`config.mk`:
```
export PLATFORM = sky130hd
export DESIGN_NAME = load_store_unit_flat
export DESIGN_NICKNAME = d
export VERILOG_FILES = /design/src/rtl/load_store_unit_pkg.sv /design/src/rtl/load_store_unit_if.sv /design/src/rtl/load_store_unit.sv /design/src/flat_wrapper.sv
export SDC_FILE = /design/constraint.sdc
export NUM_CORES = 1
export LEC_CHECK = 0
export ABC_CLOCK_PERIOD_IN_PS = 2500
export BUFFER_PORTS_ARGS = -buffer_cell sky130_fd_sc_hd__clkbuf_2
export CAP_MARGIN = 15
export CORE_UTILIZATION = 44
export CTS_CLUSTER_DIAMETER = 30
export CTS_CLUSTER_SIZE = 10
export DETAILED_ROUTE_END_ITERATION = 10
export GPL_TIMING_DRIVEN = 0
export PLACE_DENSITY = 0.82
export SETUP_SLACK_MARGIN = 0.15
export SYNTH_ARGS = -nofsm -noshare
export SYNTH_HDL_FRONTEND = slang
export SYNTH_SLANG_ARGS = --single-unit
```
`constraint.sdc`:
```
create_clock -name CLK -period 2.5 [get_ports CLK]
set_clock_uncertainty 0.15 [all_clocks]
set_input_delay 0.375 -clock CLK [delete_from_list [all_inputs] [get_ports CLK]]
set_output_delay 0.375 -clock CLK [all_outputs]
set_load 0.05 [all_outputs]
```
`src/rtl/load_store_unit_pkg.sv`:
```
// Shared widths and FSM state encoding for the data-memory
// load/store initiator of the 19-bit core.
package constants;

    localparam int WORD_SIZE = 19;
    localparam int DM_ADDR_W = 10;
    localparam int TAG_W     = 3;

    typedef enum logic [2:0] {
        IDLE,
        WRITE,
        READ,
        CAPT,
        RESP
    } lsu_state_t;

endpackage

```
`src/rtl/load_store_unit_if.sv`:
```
// Request/response handshake bundle and the CPU-side
// data-memory bus used by the load/store unit.
interface lsu_req_if;

    logic                           req_valid;
    logic                           req_ready;
    logic                           req_is_store;
    logic [constants::WORD_SIZE-1:0] req_addr;
    logic [constants::WORD_SIZE-1:0] req_wdata;
    logic [constants::TAG_W-1:0]     req_tag;
    logic                           rsp_valid;
    logic                           rsp_ready;
    logic [constants::WORD_SIZE-1:0] rsp_rdata;
    logic [constants::TAG_W-1:0]     rsp_tag;
    logic                           rsp_err;

    modport master (
        output req_valid, req_is_store, req_addr,
        output req_wdata, req_tag, rsp_ready,
        input  req_ready, rsp_valid, rsp_rdata,
        input  rsp_tag, rsp_err
    );

    modport slave (
        input  req_valid, req_is_store, req_addr,
        input  req_wdata, req_tag, rsp_ready,
        output req_ready, rsp_valid, rsp_rdata,
        output rsp_tag, rsp_err
    );

endinterface

interface dm_bus_if;

    logic                           WR_EN_DM;
    logic                           RD_EN_DM;
    logic [constants::DM_ADDR_W-1:0] dm_address;
    logic [constants::WORD_SIZE-1:0] dm_data_in;
    logic [constants::WORD_SIZE-1:0] dm_data_out;

    modport master (
        output WR_EN_DM, RD_EN_DM, dm_address, dm_data_in,
        input  dm_data_out
    );

    modport slave (
        input  WR_EN_DM, RD_EN_DM, dm_address, dm_data_in,
        output dm_data_out
    );

endinterface

```
`src/rtl/load_store_unit.sv`:
```
// Single-outstanding load/store initiator: accepts one request,
// drives data memory, and returns a tagged response.
module load_store_unit
    import constants::*;
(
    input  logic     CLK,
    input  logic     RESET,
    lsu_req_if.slave req,
    dm_bus_if.master dm
);

    lsu_state_t state_q, state_d;

    logic [DM_ADDR_W-1:0] addr_q;
    logic [WORD_SIZE-1:0] wdata_q;
    logic [WORD_SIZE-1:0] rdata_q;
    logic [TAG_W-1:0]     tag_q;
    logic                 err_q;
    logic                 wr_en_q;
    logic                 rd_en_q;
    logic                 accept;
    logic                 fault;

    assign accept = req.req_valid && (state_q == IDLE);
    assign fault  = |req.req_addr[WORD_SIZE-1:DM_ADDR_W];

    always_comb begin
        state_d = state_q;
        unique case (state_q)
            IDLE: begin
                if (req.req_valid) begin
                    if (fault)
                        state_d = RESP;
                    else if (req.req_is_store)
                        state_d = WRITE;
                    else
                        state_d = READ;
                end
            end
            WRITE: state_d = RESP;
            READ:  state_d = CAPT;
            CAPT:  state_d = RESP;
            RESP: begin
                if (req.rsp_ready)
                    state_d = IDLE;
            end
            default: state_d = IDLE;
        endcase
    end

    // Enables come from next-state so they are clean register outputs.
    always_ff @(posedge CLK or negedge RESET) begin
        if (!RESET) begin
            state_q <= IDLE;
            wr_en_q <= 1'b0;
            rd_en_q <= 1'b0;
            addr_q  <= '0;
            wdata_q <= '0;
            rdata_q <= '0;
            tag_q   <= '0;
            err_q   <= 1'b0;
        end else begin
            state_q <= state_d;
            wr_en_q <= (state_d == WRITE);
            rd_en_q <= (state_d == READ);
            if (accept) begin
                addr_q  <= req.req_addr[DM_ADDR_W-1:0];
                wdata_q <= req.req_wdata;
                tag_q   <= req.req_tag;
                err_q   <= fault;
                rdata_q <= '0;
            end else if (state_q == CAPT) begin
                rdata_q <= dm.dm_data_out;
            end
        end
    end

    assign req.req_ready = (state_q == IDLE);
    assign req.rsp_valid = (state_q == RESP);
    assign req.rsp_rdata = rdata_q;
    assign req.rsp_tag   = tag_q;
    assign req.rsp_err   = err_q;

    assign dm.WR_EN_DM   = wr_en_q;
    assign dm.RD_EN_DM   = rd_en_q;
    assign dm.dm_address = addr_q;
    assign dm.dm_data_in = wdata_q;

endmodule

```
`src/flat_wrapper.sv`:
```
// flat-port wrapper written by rule: the top's interface ports become plain ports
module load_store_unit_flat import constants::*;
  (CLK, RESET, req_req_valid, req_req_is_store, req_req_addr, req_req_wdata, req_req_tag, req_rsp_ready, req_req_ready, req_rsp_valid, req_rsp_rdata, req_rsp_tag, req_rsp_err, dm_WR_EN_DM, dm_RD_EN_DM, dm_dm_address, dm_dm_data_in, dm_dm_data_out);
  lsu_req_if req_i ();
  dm_bus_if dm_i ();
  input  logic CLK;
  input  logic RESET;
  input wire logic [$bits(req_i.req_valid)-1:0] req_req_valid;
  input wire logic [$bits(req_i.req_is_store)-1:0] req_req_is_store;
  input wire logic [$bits(req_i.req_addr)-1:0] req_req_addr;
  input wire logic [$bits(req_i.req_wdata)-1:0] req_req_wdata;
  input wire logic [$bits(req_i.req_tag)-1:0] req_req_tag;
  input wire logic [$bits(req_i.rsp_ready)-1:0] req_rsp_ready;
  output wire logic [$bits(req_i.req_ready)-1:0] req_req_ready;
  output wire logic [$bits(req_i.rsp_valid)-1:0] req_rsp_valid;
  output wire logic [$bits(req_i.rsp_rdata)-1:0] req_rsp_rdata;
  output wire logic [$bits(req_i.rsp_tag)-1:0] req_rsp_tag;
  output wire logic [$bits(req_i.rsp_err)-1:0] req_rsp_err;
  output wire logic [$bits(dm_i.WR_EN_DM)-1:0] dm_WR_EN_DM;
  output wire logic [$bits(dm_i.RD_EN_DM)-1:0] dm_RD_EN_DM;
  output wire logic [$bits(dm_i.dm_address)-1:0] dm_dm_address;
  output wire logic [$bits(dm_i.dm_data_in)-1:0] dm_dm_data_in;
  input wire logic [$bits(dm_i.dm_data_out)-1:0] dm_dm_data_out;
  assign req_i.req_valid = req_req_valid;
  assign req_i.req_is_store = req_req_is_store;
  assign req_i.req_addr = req_req_addr;
  assign req_i.req_wdata = req_req_wdata;
  assign req_i.req_tag = req_req_tag;
  assign req_i.rsp_ready = req_rsp_ready;
  assign req_req_ready = req_i.req_ready;
  assign req_rsp_valid = req_i.rsp_valid;
  assign req_rsp_rdata = req_i.rsp_rdata;
  assign req_rsp_tag = req_i.rsp_tag;
  assign req_rsp_err = req_i.rsp_err;
  assign dm_WR_EN_DM = dm_i.WR_EN_DM;
  assign dm_RD_EN_DM = dm_i.RD_EN_DM;
  assign dm_dm_address = dm_i.dm_address;
  assign dm_dm_data_in = dm_i.dm_data_in;
  assign dm_i.dm_data_out = dm_dm_data_out;
  load_store_unit u_core (.CLK(CLK), .RESET(RESET), .req(req_i), .dm(dm_i));
endmodule
```
==> impl_metrics.yaml <==
timing:
  hold_violations: 0
  rsz0062_at_grt: "false"
  max_slew.worst_pin.slew_ns: 0.710
  post-route-min-period_ns: 2.00
  slew_viol_final: 0
  setup_viol: 0
  relSlewSlack: 0.527
  clock.fmax_mhz: 499
  hold-worst-slack_ns: 0.106
  setup_tns_ns: 0
  period_share: 0.802
clocking:
  numCtsBuffers: 9
  ctsHtreeMaxLevel: 3
  cts_tree: "yes"
  clockBufferDepth: 2
  cts_resized: 0
  post_cts_buffers: 0
  clk_pin_slew_ns: 0.06
  cts.sinks: 57
  cts_root_buf: "clkbuf_8"
  clock_latency_ns: 0.31
worst_setup_path:
  critPathTopFamily: "simple AND/OR/NAND/NOR gates"
  worstSetupEndpointType: "flip-flop"
  cpPeakStageDelay_ns: 0.64
  critPathMaxFanout: 10
  path_common_cell: "buf_6"
  worstSetupPathType: "flip-flop to flip-flop"
  startpoint_type: "flip-flop"
  crit_required_ns: 2.54
  r2r-end: "u_core.dm.dm_data_in[17]"
  rr_worst_depth: 4
  r2r_start: "u_core.state_q[0]"
  regToRegSetupSlack_ns: 0.50
  cp_slowest_cell: "nor4b_4"
  crit_chain: "buf_6 -> nor4b_4 -> buf_6 -> mux2_1"
  worstPathArrival_ns: 2.04
  path_buf_inv: 2
detailed_routing:
  wl_per_cell_um: 12.0
  dr_total_vias: 1805
  drt_iter0_markers: 52
  first_pass_iters: 5
  postRouteAntennaNets: 0
  wl_mm: 4.61
  viasPerCell: 4.69
  route.detailed.drc: 0
power_and_ir_drop:
  cellLeakagePower_nw: 1.61
  internal_power_mw: 1.78
  sequentialPowerShare: 0.400
  ir_drop_mv: 0.470
  pwr-share-comb: 0.307
  switching_share: 0.358
  p_per_area_nw_per_um2: 873
  p_sw_mw: 0.989
  power_frac_clock: 0.293
yosys:
  synth_area_leader_cell: "dfrtp_1"
  synth_area_per_cell_um2: 12.6
  ys_types: 23
  synth.top_cell.area_share: 0.630
  synth_edf_count: 0
  syn_area_um2: 2260
  syn_nets: 245
  synth_area_leaders: "dfrtp_1, mux2_2, nand2_1"
  async_flop_share: 1.00
  synthCells: 180
  synth-seq-cells: 57
  seq_area_frac_synth: 0.630
  yosys_warnings: 0
  synthFlopType: "dfrtp_1"
placement:
  portBuffers: 120
  dp.cells: 368
  place.gp.congestion: 0.687
  hpwl_mm: 3.48
final_layout:
  fillers: 385
  final_common_cell: "clkbuf_2"
  antenna_cells: 0
  final_cell_mix: "clkbuf_2, dfrtp_1, nand2_1"
  syn2layout_area_growth_pct: 39.9
  drive_gt1_frac: 0.550
  stdcell_count: 385
  nets: 378
floorplan:
  die_y_um: 73.7
  pin_count: 121
  design.die.area_um2: 5440
  die_w_um: 73.7
  rows: 25
  initial_core_util: 0.467
  core_um2: 4850
global_route:
  grt_pass1_wl_mm: 7.11
  grt_pass1_vias: 1620
  track_usage: 0.177
  antenna_found_initial: 0
  grt_start_max_net_pins: 31
  gr-total-overflow: 0
hold_path:
  holdPathStages: 2
  hold_start: "req_req_is_store"
  hold_end: "u_core.dm.RD_EN_DM"
  min_path_type: "input port to flip-flop"
run_status:
  status: "completed"
run:
  maxCapViolations: 0
[worst register-to-register path, delay by kind of cell (launching register included)]
family / cells / cell delay (ns)
multiplexers: 1 / 0.34
flip-flops: 1 / 0.38
buffers and inverters: 2 / 0.38
AND/OR/NAND/NOR: 1 / 0.64
[through the flow]
| step | power [mW] | instance area, um^2 | setup WS, ns | utilization |
|---|---|---|---|---|
| 3_3_place_gp | 1.96 | 2950 | 0.508 | 0.608 |
| 6_report | 2.77 | 3170 | 0.496 | 0.653 |
| 4_1_cts | 2.80 | 3170 | 0.462 | 0.653 |
| 5_1_grt | 2.89 | 3170 | 0.377 | 0.653 |
| 3_5_place_dp | 1.98 | 2970 | 0.480 | 0.612 |
| 2_1_floorplan | 1.75 | 2260 | 0.278 | - |
[power groups by stage]
stage                     sequential [mW]  combinational (mW)  clock [mW]
after detailed placement             1.12               0.859           0
after floorplan                      1.55               0.195           0
after global placement               1.12               0.847           0
after global routing                 1.12               0.894       0.867
final                                1.11               0.850       0.810
after CTS                            1.11               0.860       0.836
[Yosys cell counts, drive strengths merged, types with 2 or more instances]
| cell | n |
|---|---|
| buf | 9 |
| nand3b | 2 |
| nor2 | 3 |
| nor4b | 2 |
| dfrtp | 57 |
| o31ai | 2 |
| nor4 | 2 |
| a21oi | 21 |
| mux2 | 32 |
| nand2 | 41 |
[worst max path at each step]
stage	from	to	cells after the start
2_1_floorplan	u_core.state_q[0]	req_rsp_valid	2
3_3_place_gp	u_core.state_q[0]	u_core.dm.dm_data_in[16]	4
3_5_place_dp	u_core.state_q[0]	u_core.dm.dm_data_in[17]	4
4_1_cts	u_core.state_q[0]	u_core.dm.dm_data_in[17]	4
5_1_grt	u_core.state_q[0]	u_core.dm.dm_data_in[13]	4
6_report	u_core.state_q[0]	u_core.dm.dm_data_in[17]	4
[area by class of cell]
class / count / area [um^2] / area share
Buffer: 9 / 78.8 / 0.0249
Clock buffer: 13 / 149 / 0.0470
Clock inverter: 3 / 40.0 / 0.0126
Inverter: 1 / 3.75 / 0.00118
Multi-Input combinational cell: 113 / 756 / 0.239
Sequential cell: 57 / 1430 / 0.450
Tap cell: 67 / 83.8 / 0.0265
Timing Repair Buffer: 122 / 631 / 0.199
[sequential cells by signal, summed over array words and instances, names as in the netlist]
register,count
u_core.req.rsp_tag,3
u_core.req.rsp_err,1
u_core.dm.dm_data_in,19
u_core.dm.RD_EN_DM,1
u_core.dm.WR_EN_DM,1
u_core.dm.dm_address,10
u_core.state_q,3
u_core.req.rsp_rdata,19
[what timing repair did]
action                                  in CTS  in global routing
endpoints found under the setup margin       0                  0
hold buffers                                 1                  0
hold endpoints to repair                    27                  0
[layer usage]
metal / part of all wire / global-route usage
met5: 0 / 0
met2: 0.50 / 0.302
met4: 0.011 / 0.0962
met3: 0.059 / 0.0439
met1: 0.42 / 0.203
[kinds of logic after synthesis]
group,Yosys count,share of synthesized area
DFF,57,0.630
and+or+nand+nor,57,0.119
buffers and inverters,10,0.0365
AOI/OAI and AO/OA,24,0.0552
muxes,32,0.159
Note: power is estimated with default switching activity, not from simulation.
